**src/rtl/serial_mag_compare.sv**
```systemverilog
// rtl/serial_mag_compare.sv - MSB-first serial magnitude comparator driving an external 2-bit slice
// Optional early exit on first deciding slice: define SERIAL_CMP_EARLY_EXIT_EN.
module serial_mag_compare #(
   parameter int WIDTH = 8
) (
   input  logic             clk,
   input  logic             rst_n,
   input  logic             start_valid,
   output logic             start_ready,
   input  logic [WIDTH-1:0] a_in,
   input  logic [WIDTH-1:0] b_in,
   output logic [1:0]       slice_a,
   output logic [1:0]       slice_b,
   input  logic             slice_gt,
   input  logic             slice_lt,
   input  logic             slice_eq,
   output logic             res_valid,
   input  logic             res_ready,
   output logic             res_gt,
   output logic             res_lt,
   output logic             res_eq,
   output logic             res_err,
   output logic             busy
);

   localparam int NSLICE = WIDTH / 2;
   localparam int IW     = (NSLICE > 1) ? $clog2(NSLICE) : 1;

   typedef enum logic [1:0] {S_IDLE, S_SCAN, S_DONE} state_t;

   state_t           r_state;
   state_t           w_next;
   logic [WIDTH-1:0] r_a;
   logic [WIDTH-1:0] r_b;
   logic [IW-1:0]    r_idx;
   logic [IW-1:0]    w_idx_nx;
   logic             r_primed;
   logic             r_decided;
   logic             r_gt;
   logic             r_lt;
   logic             r_err;
   logic [1:0]       r_slice_a;
   logic [1:0]       r_slice_b;
   logic             r_res_gt;
   logic             r_res_lt;
   logic             r_res_eq;
   logic             r_res_err;
   logic             w_onehot;
   logic             w_hit;
   logic             w_exit;

   // The first SCAN cycle only loads the slice registers; flags are trusted once primed.
   assign w_onehot = (slice_gt ^ slice_lt ^ slice_eq) & ~(slice_gt & slice_lt & slice_eq);
   assign w_hit    = (r_state == S_SCAN) & r_primed & ~r_decided & w_onehot & (slice_gt | slice_lt);
   assign w_idx_nx = r_idx - 1'b1;

`ifdef SERIAL_CMP_EARLY_EXIT_EN
   assign w_exit = r_primed & ((r_idx == '0) | w_hit);
`else
   assign w_exit = r_primed & (r_idx == '0);
`endif

   assign start_ready = (r_state == S_IDLE);
   assign res_valid   = (r_state == S_DONE);
   assign busy        = (r_state != S_IDLE);
   assign slice_a     = r_slice_a;
   assign slice_b     = r_slice_b;
   assign res_gt      = r_res_gt;
   assign res_lt      = r_res_lt;
   assign res_eq      = r_res_eq;
   assign res_err     = r_res_err;

   always_ff @(posedge clk or negedge rst_n) begin
      if (!rst_n) r_state <= S_IDLE;
      else        r_state <= w_next;
   end

   always_comb begin
      w_next = r_state;
      case (r_state)
         S_IDLE:  if (start_valid) w_next = S_SCAN;
         S_SCAN:  if (w_exit)      w_next = S_DONE;
         S_DONE:  if (res_ready)   w_next = S_IDLE;
         default: w_next = S_IDLE;
      endcase
   end

   always_ff @(posedge clk or negedge rst_n) begin
      if (!rst_n) begin
         r_a       <= '0;
         r_b       <= '0;
         r_idx     <= '0;
         r_primed  <= 1'b0;
         r_decided <= 1'b0;
         r_gt      <= 1'b0;
         r_lt      <= 1'b0;
         r_err     <= 1'b0;
         r_slice_a <= 2'b00;
         r_slice_b <= 2'b00;
         r_res_gt  <= 1'b0;
         r_res_lt  <= 1'b0;
         r_res_eq  <= 1'b0;
         r_res_err <= 1'b0;
      end else begin
         case (r_state)
            S_IDLE: begin
               if (start_valid) begin
                  r_a       <= a_in;
                  r_b       <= b_in;
                  r_idx     <= IW'(NSLICE - 1);
                  r_primed  <= 1'b0;
                  r_decided <= 1'b0;
                  r_gt      <= 1'b0;
                  r_lt      <= 1'b0;
                  r_err     <= 1'b0;
                  r_res_gt  <= 1'b0;
                  r_res_lt  <= 1'b0;
                  r_res_eq  <= 1'b0;
                  r_res_err <= 1'b0;
               end
            end
            S_SCAN: begin
               if (!r_primed) begin
                  r_slice_a <= r_a[{r_idx, 1'b0} +: 2];
                  r_slice_b <= r_b[{r_idx, 1'b0} +: 2];
                  r_primed  <= 1'b1;
               end else begin
                  if (!w_onehot) r_err <= 1'b1;
                  if (w_hit) begin
                     r_decided <= 1'b1;
                     r_gt      <= slice_gt;
                     r_lt      <= slice_lt;
                  end
                  if (w_exit) begin
                     // Results are published only here so no partial answer is ever visible.
                     r_res_gt  <= r_gt | (w_hit & slice_gt);
                     r_res_lt  <= r_lt | (w_hit & slice_lt);
                     r_res_eq  <= ~(r_decided | w_hit);
                     r_res_err <= r_err | ~w_onehot;
                     r_slice_a <= 2'b00;
                     r_slice_b <= 2'b00;
                  end else begin
                     r_idx     <= w_idx_nx;
                     r_slice_a <= r_a[{w_idx_nx, 1'b0} +: 2];
                     r_slice_b <= r_b[{w_idx_nx, 1'b0} +: 2];
                  end
               end
            end
            default: ;
         endcase
      end
   end

endmodule

```
**config.mk**
```make
export PLATFORM = sky130hd
export DESIGN_NAME = serial_mag_compare
export DESIGN_NICKNAME = d
export VERILOG_FILES = /design/src/rtl/serial_mag_compare.sv
export SDC_FILE = /design/constraint.sdc
export NUM_CORES = 1
export LEC_CHECK = 0
export CAP_MARGIN = 30
export CORE_UTILIZATION = 50
export DETAILED_ROUTE_END_ITERATION = 10
export PLACE_DENSITY = 0.74
export RECOVER_POWER = 100
export SYNTH_ARGS = -nofsm -noshare
export SYNTH_HDL_FRONTEND = slang
export SYNTH_SLANG_ARGS = --single-unit
```
**constraint.sdc**
```tcl
create_clock -name clk -period 2.6 [get_ports clk]
set_input_delay 0.65 -clock clk [delete_from_list [all_inputs] [get_ports clk]]
set_output_delay 0.65 -clock clk [all_outputs]
set_load 0.05 [all_outputs]
```
==> flow_summary.ini, run 1 <==
[sta]
slew_viol_final = 0
period_share_pct = 96.0
setup_viol = 0
maxSlewHeadroom_pct = 35.1
hold_violations = 0
fin_skew_ps = 17.0
post-route-min-period_ps = 2500
rsz0062_at_grt = no
finalSetupTns_ps = 0
tightest_slew_ps = 971
max_freq_ghz = 0.401

[detailed_routing]
met1Wirelength_um = 1400
wl_met2_um = 1640
route.vias.total = 1247
drt_iter0_markers = 34
drc = 0
highest-signal-layer = met4
wl_per_cell_um = 13.8
routed-wl-met3_um = 163
detail-route-antenna-nets = 0
wl_um = 3300
dr.pass1.iters = 4
vias_per_cell = 5.22

[critical_path]
worstPathCellList = nand2b_1, inv_1, dlygate4sd3_1
path_class = reg2out
crit_start = r_state[0]
cp.required_ps = 1950
path_delay_family = buffers and inverters
endpoint_kind = primary output
critPathLaunchType = flop
worst-path-buf-inv = 2
max_stage_delay_ps = 860
worstPathArrival_ps = 1850
cpMaxStageDelayCell = dlygate4sd3_1
worstReg2RegStart = r_state[0]
worstPathMaxFanout = 6

[clocking]
htreeDepth = 2
clock_latency_ps = 350
cts_resized = 0
postCtsSetupRepairBufs = 0
ctsHoldBuffers = 0
cts_tree = done
clkSinkCount = 33
cts-root-buf = clkbuf_4
clock_path_buffers = 2
cts_made_buffers = 5
cts.clk_slew.worst_paths_ps = 110

[pwr]
clkPwrFrac_pct = 12.1
p_sw_mw = 1.06
p_leak_nw = 0.996
power.density_mw_per_mm2 = 1220
p_total_mw = 2.48
sw_frac_of_total_pct = 42.6
combPwrFrac_pct = 50.4
intPower_mw = 1.43
max-vdd-ir-drop_v = 0.000605
power_frac_seq_pct = 37.5

[floorplanning]
coreArea_sq_mm = 0.00308
rows = 20
fp.dieW_um = 59.0
start_util_pct = 52.7
die_h_um = 59.0
die_area_sq_mm = 0.00348
ios = 34

[grt]
grt_max_degree = 34
grt_pass1_wl_um = 5890
grt_pass1_vias = 1293
grt_util_all_layers_pct = 23.6
antenna_found_initial = 0
grt_overflow = 0

[placed_design]
place_hpwl_um = 2320
gp_congestion = 0.700
placed_cell_area_sq_mm = 0.00199
portBuffers = 33

[cells_and_area]
syn_to_final_growth_pct = 25.3
design_area_sq_mm = 0.00203
fillers = 270
drive_gt1_share_pct = 6.15
nets = 221
diodes = 0

[logic_synthesis]
yosysMostFrequentCell = nand2_1
ys_seq_elements = 33
synth_warnings = 0
async_flop_share_pct = 100
synth_seq_area_share_pct = 50.9
postSynthCellCount = 159
syn_area_per_cell_sq_um = 10.2
syn_area_sq_mm = 0.00162
synth_top_area_share_pct = 50.9
yosys-top-cells-count = 59 x nand2_1, 33 x dfrtp_1, 7 x nor2_1
synth_area_leader_cell = dfrtp_1
synth_area_leaders = dfrtp_1 51%, nand2_1 14%, mux4_1 8.1%
dominantRegCellSynth = dfrtp_1
synth-edff-count = 0
ys_types = 26
synth_fp_nets = 185

[outcome]
status = complete, no violations

[min_path]
hold_class = reg2reg
hold_path.startpoint = res_err

[flow_run]
cap_violations = 0
==> logic make-up after synthesis <==
kind of cell             synth area share [%]
AO/OA/AOI/OAI                            7.79
adder cells (fa/ha/maj)                  2.31
buffers and inverters                    4.16
flip-flops                               50.9
multiplexers                             12.3
AND/OR/NAND/NOR                          22.6
==> registers in the layout, indices dropped and copies added (netlist names), 2 cells and up <==
signal / count
slice_a: 2
slice_b: 2
r_state: 2
r_idx: 2
r_a: 8
r_b: 8
==> path summary, 6_finish.rpt <==
kind	end	slack, ps	cells past startpoint
setup / recovery	res_valid	100	3
hold / removal	res_err	470	2
setup reg to reg	slice_b[1]	590	3
hold reg to reg	res_err	470	2
max in group asynchronous	slice_b[1]	1180	2
min in group asynchronous	r_state[0]	910	2
==> cell usage in the layout, fill, tap and decap left out, types with 2 or more instances in the layout <==
| master | instances |
|---|---|
| a21oi_1 | 3 |
| a221o_1 | 4 |
| buf_4 | 2 |
| clkbuf_4 | 5 |
| clkdlybuf4s50_1 | 20 |
| dfrtp_1 | 33 |
| dlygate4sd3_1 | 13 |
| ha_1 | 3 |
| inv_1 | 6 |
| mux4_1 | 5 |
| mux4_2 | 3 |
| nand2_1 | 59 |
| nand2b_1 | 2 |
| nand3_1 | 4 |
| nor2_1 | 7 |
| nor2b_1 | 2 |
| nor3_1 | 2 |
| nor3b_1 | 6 |
| o21ai_0 | 6 |
==> worst min-delay path: cells and delay by family (launching register included) <==
kind / cells / cell delay [ps]
flip-flops: 1 / 360
AND/OR/NAND/NOR: 2 / 90
==> per-layer routing <==
| layer | GRT usage, % | vias to the layer above |
|---|---|---|
| li1 | - | 619 |
| met1 | 29.8 | 577 |
| met2 | 37.5 | 41 |
| met3 | 5.24 | 10 |
| met4 | 13.9 | 0 |
| met5 | 0 | - |
==> area by class of cell <==
class	instances	area, sq um	share of cell area (%)
Sequential cell	33	826	40.6
Multi-Input combinational cell	113	724	35.6
Timing Repair Buffer	36	350	17.2
Clock buffer	7	55.1	2.71
Tap cell	44	55.1	2.71
Inverter	6	22.5	1.11
==> through the flow <==
step                worst slack (ps)  hold slack (ps)  util, %  cells
finish                           104              472     66.1    239
global route                    8.71              512     66.1    239
CTS                              108              483     66.3    239
detailed placement              77.9              459     64.5    232
global placement                 158              457     64.5    232
floorplan                        337              354        -    159
==> power groups by stage <==
stage	Sequential (mW)	Clock, mW	Combinational (mW)
CTS	0.936	0.298	1.30
floorplan	1.03	0	0.866
global route	0.965	0.328	1.37
detailed placement	0.947	0	1.29
finish	0.933	0.299	1.25
global placement	0.923	0	1.25
Power figures use the tool's default switching activity.
==> run 2: changes to the inputs <==
Settings changed: SLEW_MARGIN from default to 40.
==> results of run 2 <==
The final DEF is identical to that of run 1; final timing and power are the same.
==> run 3: changes to the inputs <==
==> constraint.sdc (replaced) <==
create_clock -name clk -period 2.6 [get_ports clk]
set_input_delay 0.65 -clock clk [delete_from_list [all_inputs] [get_ports clk]]
set_output_delay 0.65 -clock clk [all_outputs]
set_load 0.02 [all_outputs]
==> run 3 against run 2 <==
Compared with the run above:
- hold slack unchanged
- die area unchanged
- combinational power down 12%
- power decreased by 6.2%
- clock skew hardly changed
- clock power about the same
- via count fell by 0.24%
- maximum frequency increased by 6.7%
- utilization did not move
- setup slack improved by 160 ps
- global-route usage is the same
- final cell count did not move
- critical endpoint is now start_ready
- largest cell class unchanged
- highest routed layer unchanged
==> flow_summary.ini, run 3 (synthesis results as in run 1) <==
[floorplanning]
fp.dieW_um = 59.0
die_h_um = 59.0
coreArea_sq_mm = 0.00308
die_area_sq_mm = 0.00348
start_util_pct = 52.7
ios = 34
rows = 20

[clocking]
clock_latency_ps = 350
postCtsSetupRepairBufs = 0
clkSinkCount = 33
cts_resized = 0
htreeDepth = 2
cts_made_buffers = 5
ctsHoldBuffers = 0
clock_path_buffers = 2
cts.clk_slew.worst_paths_ps = 110
cts_tree = done
cts-root-buf = clkbuf_4

[placed_design]
portBuffers = 33
placed_cell_area_sq_mm = 0.00199
place_hpwl_um = 2320
gp_congestion = 0.700

[critical_path]
worst-path-buf-inv = 1
critPathLaunchType = flop
worstPathMaxFanout = 5
max_stage_delay_ps = 710
endpoint_kind = primary output
cpMaxStageDelayCell = dlygate4sd3_1
worstPathCellList = nor2_1, dlygate4sd3_1
path_class = reg2out
cp.required_ps = 1950
worstPathArrival_ps = 1690
path_delay_family = buffers and inverters

[detailed_routing]
detail-route-antenna-nets = 0
route.vias.total = 1244
wl_per_cell_um = 13.8
wl_met2_um = 1640
dr.pass1.iters = 4
drc = 0
routed-wl-met3_um = 162
highest-signal-layer = met4
met1Wirelength_um = 1410
wl_um = 3300
vias_per_cell = 5.21
drt_iter0_markers = 33

[sta]
slew_viol_final = 0
period_share_pct = 89.9
max_freq_ghz = 0.428
fin_skew_ps = 17.0
post-route-min-period_ps = 2340
setup_viol = 0
tightest_slew_ps = 964
maxSlewHeadroom_pct = 35.6
rsz0062_at_grt = no
hold_violations = 0
finalSetupTns_ps = 0

[cells_and_area]
top_regs = r_a (8), r_b (8)
layout_commonest_cell = nand2_1
diodes = 0
nets = 221
final_cell_mix = 59 x nand2_1, 33 x dfrtp_1, 19 x clkdlybuf4s50_1
syn_to_final_growth_pct = 25.3
drive_gt1_share_pct = 6.15
design_area_sq_mm = 0.00203

[pwr]
combPwrFrac_pct = 47.1
sw_frac_of_total_pct = 38.9
clkPwrFrac_pct = 12.8
power.density_mw_per_mm2 = 1150
power_frac_seq_pct = 40.0
intPower_mw = 1.42
p_sw_mw = 0.907
p_leak_nw = 0.997
max-vdd-ir-drop_v = 0.000597

[grt]
grt_util_all_layers_pct = 23.6
grt_max_degree = 34
antenna_found_initial = 0
grt_pass1_wl_um = 5890
grt_overflow = 0
grt_pass1_vias = 1293

[outcome]
status = complete, no violations

[flow_run]
cap_violations = 0

[min_path]
hold_class = reg2reg
[run 3: cell count changes in the layout (fill, tap and decap cells not counted)]
cell / delta
dlygate4sd3_1: +1
clkdlybuf4s50_1: -1
[run 3: worst reg2reg max path, stage by stage (launching register included)]
cell	delay, ps
dfrtp_1	420
or2b_1	390
nor3b_1	850
a221o_1	280
[run 3: final timing paths]
check	from	end	slack [ps]	depth (start not counted)
max	r_state[1]	start_ready	260	2
max reg2reg	r_state[0]	slice_b[1]	600	3
min	res_err	res_err	470	2
min in group asynchronous	rst_n	r_state[0]	910	2
min reg2reg	res_err	res_err	470	2
max in group asynchronous	rst_n	slice_b[1]	1180	2
[run 3: metal layers]
layer  track usage (%)  vias to the layer above
li1                  -                      619
met1              29.8                      576
met2              37.5                       39
met3              5.24                       10
met4              13.9                        0
met5                 0                        -
[run 3: power by group through the flow]
| stage | Clock, mW | Sequential, mW | Combinational [mW] |
|---|---|---|---|
| 2_1_floorplan | 0 | 0.926 | 0.817 |
| 3_3_place_gp | 0 | 0.923 | 1.10 |
| 3_5_place_dp | 0 | 0.947 | 1.15 |
| 4_1_cts | 0.298 | 0.936 | 1.15 |
| 5_1_grt | 0.328 | 0.965 | 1.22 |
| 6_report | 0.299 | 0.933 | 1.10 |
[run 3: per-stage QoR]
| step | power, mW | util, % | instances | hold slack, ps | setup WS [ps] |
|---|---|---|---|---|---|
| after CTS | 2.38 | 66.3 | 239 | 483 | 307 |
| after global placement | 2.03 | 64.5 | 232 | 457 | 158 |
| after floorplan | 1.74 | - | 159 | 354 | 731 |
| final | 2.33 | 66.1 | 239 | 472 | 262 |
| after detailed placement | 2.09 | 64.5 | 232 | 459 | 77.9 |
| after global routing | 2.51 | 66.1 | 239 | 512 | 158 |
[run 3: cell type report]
| class | instances | area, sq um |
|---|---|---|
| Inverter | 6 | 22.5 |
| Sequential cell | 33 | 826 |
| Timing Repair Buffer | 36 | 350 |
| Clock buffer | 7 | 55.1 |
| Fill cell | 270 | 1040 |
| Multi-Input combinational cell | 113 | 724 |
| Tap cell | 44 | 55.1 |
